### src/rtl/uart_pkg.sv
// Shared UART types and helpers.
// Used by both the transmit and receive halves of the UART subsystem.
package uart_pkg;

  typedef enum logic [1:0] {
    IDLE,
    START,
    DATA,
    STOP
  } uart_tx_state_t;

  function automatic int clks_per_bit(
    input int clock_frequency,
    input int baud_rate
  );
    return clock_frequency / baud_rate;
  endfunction

endpackage

### src/rtl/sync_fifo.sv
// Single-clock FIFO with show-ahead read data.
// Pointers wrap naturally because DEPTH is a power of two.
module sync_fifo #(
  parameter int WIDTH = 8,
  parameter int DEPTH = 16
) (
  input  logic                     clk,
  input  logic                     rst,
  input  logic                     push,
  input  logic                     pop,
  input  logic [WIDTH-1:0]         wr_data,
  output logic [WIDTH-1:0]         rd_data,
  output logic                     full,
  output logic                     empty,
  output logic [$clog2(DEPTH):0]   count
);

  localparam int AW = $clog2(DEPTH);

  if (DEPTH < 2 || (DEPTH & (DEPTH - 1)) != 0) begin : g_bad_depth
    $error("sync_fifo: DEPTH must be a power of two >= 2");
  end

  logic [WIDTH-1:0] mem [DEPTH];
  logic [AW-1:0]    wr_ptr;
  logic [AW-1:0]    rd_ptr;
  logic             do_push;
  logic             do_pop;

  assign full    = (count == (AW+1)'(DEPTH));
  assign empty   = (count == '0);
  assign do_push = push && !full;
  assign do_pop  = pop && !empty;
  assign rd_data = mem[rd_ptr];

  always_ff @(posedge clk) begin
    if (rst && do_push) begin
      mem[wr_ptr] <= wr_data;
    end
  end

  always_ff @(posedge clk) begin
    if (!rst) begin
      wr_ptr <= '0;
      rd_ptr <= '0;
      count  <= '0;
    end else begin
      if (do_push) begin
        wr_ptr <= wr_ptr + 1'b1;
      end
      if (do_pop) begin
        rd_ptr <= rd_ptr + 1'b1;
      end
      if (do_push && !do_pop) begin
        count <= count + 1'b1;
      end else if (do_pop && !do_push) begin
        count <= count - 1'b1;
      end
    end
  end

endmodule

### src/rtl/uart_tx_fifo.sv
// 8N1 UART transmitter fed by a byte FIFO.
// Queued bytes leave back-to-back: STOP hands straight over to START.
module uart_tx_fifo
  import uart_pkg::*;
#(
  parameter int CLOCK_FREQUENCY = 50_000_000,
  parameter int BAUD_RATE       = 115200,
  parameter int FIFO_DEPTH      = 16
) (
  input  logic                          clk,
  input  logic                          rst,
  input  logic [7:0]                    in_data,
  input  logic                          in_valid,
  output logic                          in_ready,
  output logic                          tx,
  output logic                          busy,
  output logic [$clog2(FIFO_DEPTH):0]   fifo_count
);

  localparam int CPB = clks_per_bit(CLOCK_FREQUENCY, BAUD_RATE);
  localparam int CW  = (CPB > 1) ? $clog2(CPB) : 1;
  localparam logic [CW-1:0] BAUD_LAST = CW'(CPB - 1);

  if (CPB < 2) begin : g_bad_cpb
    $error("uart_tx_fifo: CLKS_PER_BIT must be >= 2");
  end

  uart_tx_state_t state;
  logic [CW-1:0]  baud_cnt;
  logic [2:0]     bit_idx;
  logic [7:0]     shift;
  logic [7:0]     rd_data;
  logic           full;
  logic           empty;
  logic           push;
  logic           pop;
  logic           baud_done;

  assign in_ready  = rst && !full;
  assign push      = in_valid && in_ready;
  assign baud_done = (baud_cnt == BAUD_LAST);
  assign pop       = !empty &&
                     ((state == IDLE) ||
                      (state == STOP && baud_done));
  assign busy      = (state != IDLE) || (fifo_count != '0);

  sync_fifo #(
    .WIDTH (8),
    .DEPTH (FIFO_DEPTH)
  ) u_fifo (
    .clk     (clk),
    .rst     (rst),
    .push    (push),
    .pop     (pop),
    .wr_data (in_data),
    .rd_data (rd_data),
    .full    (full),
    .empty   (empty),
    .count   (fifo_count)
  );

  // tx follows the state one cycle later, keeping the line glitch-free.
  always_ff @(posedge clk) begin
    if (!rst) begin
      state    <= IDLE;
      baud_cnt <= '0;
      bit_idx  <= '0;
      shift    <= '0;
      tx       <= 1'b1;
    end else begin
      unique case (state)
        IDLE: begin
          tx       <= 1'b1;
          baud_cnt <= '0;
          if (pop) begin
            shift <= rd_data;
            state <= START;
          end
        end
        START: begin
          tx <= 1'b0;
          if (baud_done) begin
            baud_cnt <= '0;
            bit_idx  <= '0;
            state    <= DATA;
          end else begin
            baud_cnt <= baud_cnt + 1'b1;
          end
        end
        DATA: begin
          tx <= shift[0];
          if (baud_done) begin
            baud_cnt <= '0;
            shift    <= {1'b0, shift[7:1]};
            if (bit_idx == 3'd7) begin
              state <= STOP;
            end else begin
              bit_idx <= bit_idx + 1'b1;
            end
          end else begin
            baud_cnt <= baud_cnt + 1'b1;
          end
        end
        STOP: begin
          tx <= 1'b1;
          if (baud_done) begin
            baud_cnt <= '0;
            if (pop) begin
              shift <= rd_data;
              state <= START;
            end else begin
              state <= IDLE;
            end
          end else begin
            baud_cnt <= baud_cnt + 1'b1;
          end
        end
        default: begin
          tx    <= 1'b1;
          state <= IDLE;
        end
      endcase
    end
  end

endmodule

### config.mk
export PLATFORM = sky130hd
export DESIGN_NAME = uart_tx_fifo
export DESIGN_NICKNAME = d
export VERILOG_FILES = /design/src/rtl/uart_pkg.sv /design/src/rtl/sync_fifo.sv /design/src/rtl/uart_tx_fifo.sv
export SDC_FILE = /design/constraint.sdc
export NUM_CORES = 1
export LEC_CHECK = 0
export BUFFER_PORTS_ARGS = -buffer_cell sky130_fd_sc_hd__buf_2
export CAP_MARGIN = 25
export CORE_ASPECT_RATIO = 1.25
export CORE_MARGIN = 2
export CORE_UTILIZATION = 62
export CTS_CLUSTER_SIZE = 40
export DETAILED_ROUTE_END_ITERATION = 7
export HOLD_SLACK_MARGIN = 0.12
export PLACE_DENSITY = 0.79
export SYNTH_ARGS = -nofsm -noshare
export SYNTH_HDL_FRONTEND = slang
export SYNTH_SLANG_ARGS = --single-unit
### constraint.sdc
create_clock -name clk -period 3.4 [get_ports clk]
set_input_delay 0.17 -clock clk [delete_from_list [all_inputs] [get_ports clk]]
set_output_delay 0.17 -clock clk [all_outputs]
set_load 0.01 [all_outputs]
==> out/qor.csv, run 1 <==
metric;value;unit
clk sinks;168;
cts bufs inserted;17;
FMAX;327;MHz
setup ws final;0.339;ns
synth warn;0;
die footprint;12200;sq um
GPL Wtd Cong;0.887;
CTS clock-pin slew for the worst setup and hold paths;0.06;ns
Clock Tree Buf Depth;2;
drt wl/cell;20.6;microns
NumNets Final;515;
Die W;99.4;microns
clock latency on the worst-skew pair;0.42;ns
drt drc;0;
Cell variety after synth;49;
post-synthesis cell count;457;
max-slew violation count;0;
first drt pass iteration count;6;
Avg Inst Size Synth;15.4;sq um
vias in the first global route;3911;
GR Overflow Total;0;
total wire length;13000;microns
crit share post-route;90.0;%
maxcap violations;0;
min-delay src;in_data[2];
setup_tns;0;ns
RSZ-0062 raised after global routing;no;
final design utilization;71.0;%
largest net degree at the start of global routing;38;
initial core utilization;63.6;%
Cell Rows;43;
CTS tree;built;
Vias;3928;
Hold WC Path Type;in -> reg;
Mapped Nets;488;
kind of critical path;reg -> reg;
Crit. End Element;register;
FILL cells;724;
antenna violations before repair;0;
1st-iter DRT viols;327;
first-pass GRT wire length;20600;microns
Clock Tree Root;clkbuf_16;
launch point of the critical path;u_fifo.count[3];
CTS resizes;0;
layout cells sized above 1;15.9;%
Power Density;742;nW/um^2
sequential-to-total area share from yosys stat;65.9;%
number of cells after detailed placement;597;
Worst VDD drop;360;uV
Slew @ Worst Pin;0.801;ns
EDFF count, synth;128;
Setup WS pre-CTS;0.354;ns
Placement Cell Area;7230;sq um
r2r setup slk;0.34;ns
Layout Cell Area excl Fill;7870;sq um
reg2reg start;u_fifo.count[3];
Critical Path Source Type;register;
Worst slew margin;46.5;%
# setup viols final;0;
IO Port Bufs;18;
core area;11100;sq um
post-DP HPWL;8550;microns
crit path max fanout;7;
skew final;0.0111;ns
WP data required;3.72;ns
ANT cells;0;
Fin Hold WS;0.136;ns
Syn-to-layout area delta;11.6;%
Final Non-Filler Cells;632;
Tmin final;3.06;ns
htree depth;4;
Post-Syn Area;7050;sq um
leakage power;2.70;nW
commonest register cell after synthesis;edfxtp_1;
Synth async-reset ratio;0;%
Hold Vio Cnt, Final;0;
Antenna Nets Post-Route;0;
Die Y;123;microns
Worst EP arrival;3.38;ns
#FFs+latches synth;168;
outcome;completed;
total power;5.84;mW
All-Layer GR Usage;22.9;%
drt via density;6.22;
io pins;19;
==> routing by layer <==
| metal | routed length [microns] | share of wire, % | GRT usage (%) |
|---|---|---|---|
| met5 | 0 | 0 | 0 |
| met4 | 306 | 2.3 | 8.56 |
| met3 | 704 | 5.4 | 5.77 |
| met2 | 6820 | 52 | 39.2 |
| met1 | 5210 | 40 | 28.3 |
==> area by class of cell <==
type	instances	area [sq um]	area share (%)
Sequential cell	168	4650	59.0
Multi-Input combinational cell	256	2220	28.2
Clock buffer	18	429	5.45
Clock inverter	14	181	2.30
Timing Repair Buffer	26	170	2.16
Tap cell	135	169	2.15
Inverter	15	56.3	0.715
==> flip-flops by register name (all words and copies together), names as in the netlist, named ones only <==
name           flops
u_fifo.wr_ptr      4
tx                 1
bit_idx            3
baud_cnt           9
shift              8
state              2
u_fifo.rd_ptr      4
u_fifo.count       5
u_fifo.mem       128
==> critical path: stages (launching register included) <==
cell,delay (ns)
dfxtp_1,0.34
or4_4,0.56
o21a_1,0.22
nand2_2,0.11
inv_2,0.08
ha_1,0.23
inv_1,0.15
ha_1,0.26
nor2b_1,0.14
o21a_1,0.17
or3_1,0.30
a21oi_1,0.18
xnor2_1,0.07
and2_1,0.14
==> cells in the mapped netlist, types with 5 or more instances <==
| library cell | instances | area share (%) |
|---|---|---|
| a21oi_1 | 9 | 0.64 |
| dfxtp_1 | 40 | 11 |
| xnor2_1 | 13 | 1.6 |
| and3_1 | 6 | 0.53 |
| edfxtp_1 | 128 | 54 |
| nand3_1 | 5 | 0.35 |
| inv_1 | 14 | 0.75 |
| mux2i_1 | 25 | 3.5 |
| buf_2 | 5 | 0.35 |
| nor2b_1 | 8 | 0.71 |
| and2_1 | 29 | 2.6 |
| o21a_1 | 8 | 0.85 |
| clkbuf_1 | 6 | 0.32 |
| mux4_2 | 18 | 5.7 |
| nand4_1 | 8 | 0.71 |
| ha_1 | 19 | 3.4 |
| nand2_1 | 23 | 1.2 |
| o221ai_1 | 5 | 0.62 |
| nor2_1 | 22 | 1.2 |
| o21ai_0 | 7 | 0.50 |
| a221oi_1 | 15 | 1.9 |
==> kinds of logic after synthesis <==
kind of cell               after synthesis  share of synthesized area [%]
buffers and inverters                   33                           2.68
DFF                                    168                           65.9
muxes                                   47                           10.8
AOI/OAI and AO/OA                       57                           5.94
xor gates and xnor gates                17                           2.11
and+or+nand+nor                        115                           8.98
adders and majority gates               20                           3.65
==> worst paths after layout <==
kind | end | cells after the start
setup / recovery | u_fifo.count[4] | 13
hold / removal | u_fifo.mem[7][2] | 1
setup reg to reg | u_fifo.count[4] | 13
hold reg to reg | shift[7] | 2
==> repair_timing <==
item / CTS / global route
endpoints found under the hold margin: 22 / 0
hold buffers: 3 / 0
setup buffers: 0 / 0
==> power breakdown <==
group	internal [mW]	switching [mW]	total, mW
sequential	2.34	0.113	2.45
combinational	0.664	0.763	1.43
clock	1.22	0.742	1.96
==> placed cells by master (no fill, tap or decap), types with 5 or more instances in the layout <==
cell type	Yosys	layout
nand2_1	23	23
ha_1	19	19
a221oi_1	15	15
dfxtp_1	40	39
nand3_1	5	5
nor2_1	22	22
buf_2	5	18
inv_1	14	14
o21ai_0	7	7
a21oi_1	9	9
and3_1	6	6
xnor2_1	13	13
nor2b_1	8	8
nand4_1	8	8
o221ai_1	5	5
and2_1	29	29
clkbuf_16	0	17
mux4_2	18	18
mux2i_1	25	25
o21a_1	8	8
edfxtp_1	128	128
Power figures use the tool's default switching activity.
==> run 2: changes to the inputs <==
- ABC_AREA: default -> 1
==> out/qor.csv, run 2 <==
metric;value;unit;change
drt via density;5.62;;was 6.22
Synth Area in Adders;3.42;%;was 3.65%
clock latency on the worst-skew pair;0.42;ns;about the same
commonest non-fill, non-tap cells in the layout;nand2_1 (174), edfxtp_1 (128), nor2_1 (105);;was edfxtp_1 (128), dfxtp_1 (39), and2_1 (29)
leakage power;3.41;nW;was 2.70 nW
Worst EP arrival;2.89;ns;was 3.38 ns
CTS clock-pin slew for the worst setup and hold paths;0.06;ns;about the same
cts bufs inserted;17;;unchanged
Antenna Nets Post-Route;0;;unchanged
critical path buffer and inverter count;3;;was 2
maxcap violations;0;;unchanged
total power;6.14;mW;was 5.84 mW
crit share post-route;76.0;%;was 90.0%
reg2reg start;u_fifo.count[2];;was u_fifo.count[3]
Setup WS pre-CTS;0.863;ns;was 0.354 ns
htree depth;4;;unchanged
Critical Path Source Type;register;;unchanged
Hold Crit Endpoint;u_fifo.mem[4][7];;was u_fifo.mem[7][2]
min-delay src;in_data[7];;was in_data[2]
post-synthesis cell count;779;;was 457
GR Overflow Total;0;;unchanged
Syn-to-layout area delta;10.3;%;was 11.6%
NumNets Final;824;;was 515
setup ws final;0.817;ns;was 0.339 ns
Hold WC Path Type;in -> reg;;unchanged
total wire length;16500;microns;was 13000 microns
EDFF count, synth;128;;unchanged
max-slew violation count;0;;unchanged
Die Y;127;microns;was 123 microns
largest registers;u_fifo.mem x128, baud_cnt x9, shift x8;;unchanged
Cell Rows;45;;was 43
GPL Wtd Cong;0.893;;was 0.887
skew final;0.00838;ns;was 0.0111 ns
antenna violations before repair;0;;unchanged
post-DP HPWL;10300;microns;was 8550 microns
FMAX;387;MHz;was 327 MHz
Post-Synth Simple-Gate Area;21.7;%;was 8.98%
critical-path cell list;nor2_1, nand4_1, nand2_1, inv_1, nand2_1, inv_1, ha_1, fa_1, inv_1, a21oi_1, nor2_1, nor2_1, nand2_1, nand3_1, o21ai_0, a21oi_1;;was or4_4, o21a_1, nand2_2, inv_2, ha_1, inv_1, ha_1, nor2b_1, o21a_1, or3_1, a21oi_1, xnor2_1, and2_1
core area;12000;sq um;was 11100 sq um
Final Non-Filler Cells;970;;was 632
#FFs+latches synth;168;;unchanged
Slew @ Worst Pin;0.954;ns;was 0.801 ns
sequential-to-total area share from yosys stat;61.7;%;was 65.9%
All-Layer GR Usage;26.9;%;was 22.9%
Power Density;739;nW/um^2;was 742 nW/um^2
WP data required;3.71;ns;was 3.72 ns
initial core utilization;62.8;%;was 63.6%
Fin Hold WS;0.166;ns;was 0.136 ns
RSZ-0062 raised after global routing;no;;unchanged
setup_tns;0;ns;unchanged
Tmin final;2.58;ns;was 3.06 ns
Avg Inst Size Synth;9.67;sq um;was 15.4 sq um
commonest non-fill, non-tap cell in the layout;nand2_1;;was edfxtp_1
die footprint;13000;sq um;was 12200 sq um
WHS Path Cells;1;;unchanged
Die W;103;microns;was 99.4 microns
# setup viols final;0;;unchanged
largest net degree at the start of global routing;78;;was 38
Cell variety after synth;37;;was 49
Mapped Nets;810;;was 488
Clock Tree Root;clkbuf_16;;unchanged
number of cells after detailed placement;936;;was 597
Largest delay share family, worst path;simple AND/OR/NAND/NOR gates;;unchanged
most common cell in the netlist;nand2_1;;was edfxtp_1
kind of critical path;reg -> reg;;unchanged
first-pass GRT wire length;26100;microns;was 20600 microns
Synth async-reset ratio;0;%;unchanged
largest cells by area after synthesis;edfxtp_1 (51%), dfxtp_1 (11%), nand2_1 (8.7%);;was edfxtp_1 (54%), dfxtp_1 (11%), mux4_2 (5.7%)
post-synthesis compound-gate area fraction;5.65;%;was 5.94%
Hold Vio Cnt, Final;0;;unchanged
mux share of post-synthesis cell area;0;%;was 10.8%
crit path max fanout;7;;unchanged
setup bufs post-CTS;0;;unchanged
ANT cells;0;;unchanged
Yosys top cell area share;51.0;%;was 54.5%
Clock Tree Buf Depth;2;;unchanged
layout cells sized above 1;9.31;%;was 15.9%
synth warn;0;;unchanged
IO Port Bufs;18;;unchanged
worst r2r path cells;16;;was 13
Worst VDD drop;538;uV;was 360 uV
most frequent cells after synthesis;nand2_1 (174), edfxtp_1 (128), nor2_1 (105);;was edfxtp_1 (128), dfxtp_1 (40), and2_1 (29)
drt wl/cell;17.0;microns;was 20.6 microns
Crit. End Element;register;;unchanged
xor and xnor fraction of the mapped netlist area;0.233;%;was 2.11%
io pins;19;;unchanged
outcome;completed;;unchanged
first drt pass iteration count;5;;was 6
largest family of logic cells by synthesized area;simple AND/OR/NAND/NOR gates;;was multiplexers
slowest stage delay, CP;0.41;ns;was 0.56 ns
CTS tree;built;;unchanged
clk sinks;168;;unchanged
Worst slew margin;36.1;%;was 46.5%
Reg with most FFs;u_fifo.mem;;unchanged
commonest register cell after synthesis;edfxtp_1;;unchanged
vias in the first global route;5353;;was 3911
Crit-path slowest cell;fa_1;;was or4_4
Vias;5448;;was 3928
r2r setup slk;0.82;ns;was 0.34 ns
number of flip-flops in the largest register;128;;unchanged
worst flop-to-flop path endpoint;u_fifo.count[4];;unchanged
Post-Syn Area;7530;sq um;was 7050 sq um
area leader, netlist;edfxtp_1;;unchanged
CTS resizes;0;;unchanged
drt drc;0;;unchanged
1st-iter DRT viols;435;;was 327
run 2: cell types whose count changed in the layout (fill, tap and decap cells not counted), moves of 22 or more:
cell     delta
nor2_1     +83
inv_1      +85
nand3_1    +68
nand2_1   +151
mux2i_1    -25
and2_1     -29
o21ai_0    +22
run 2: kinds of logic after synthesis:
logic type / count (synthesis)
adders and majority gates: 20
DFF: 168
xor gates and xnor gates: 2
buffers and inverters: 131
AOI/OAI and AO/OA: 74
and+or+nand+nor: 384
run 2: worst max-delay path by stage:
stage,from,end,slack [ns],cells after the start
global route,u_fifo.count[3],u_fifo.count[4],0.51,15
global placement,baud_cnt[0],u_fifo.count[4],0.95,15
CTS,baud_cnt[0],u_fifo.count[4],0.84,15
finish,u_fifo.count[2],u_fifo.count[4],0.82,16
floorplan,u_fifo.count[1],u_fifo.count[4],1.10,15
detailed placement,baud_cnt[0],u_fifo.count[4],0.86,15
run 2: stage by stage:
| stage | util [%] | cell area [sq um] |
|---|---|---|
| 3_5_place_dp | 64.2 | 7690 |
| 5_1_grt | 69.3 | 8310 |
| 6_report | 69.3 | 8310 |
| 3_3_place_gp | 64.2 | 7690 |
| 4_1_cts | 69.3 | 8310 |
| 2_1_floorplan | - | 7530 |
run 2: area by class of cell:
cell class	instances	area [sq um]
repair buffers	25	148
clock buffers	23	510
fillers	858	3690
well taps	164	205
inverters	101	379
clock inverters	9	81.3
multi-input cells	480	2340
flip-flops and latches	168	4650
run 2: report_power, final:
group	total (mW)	internal [mW]	switching, mW
Clock	1.91	1.14	0.774
Sequential	2.42	2.34	0.0737
Combinational	1.82	0.582	1.23
run 2: what timing repair did:
item	4_1_cts	5_1_grt
endpoints found under the setup margin	0	0
hold buffers	2	0
hold endpoints to repair	5	0
run 2: per-layer routing:
metal | vias up | global-route usage (%) | routed length, microns
met4 | 0 | 14.3 | 599
met2 | 218 | 46.7 | 8710
li1 | 2585 | - | -
met1 | 2591 | 30.7 | 6120
met3 | 54 | 5.74 | 1050
met5 | - | 0 | 0
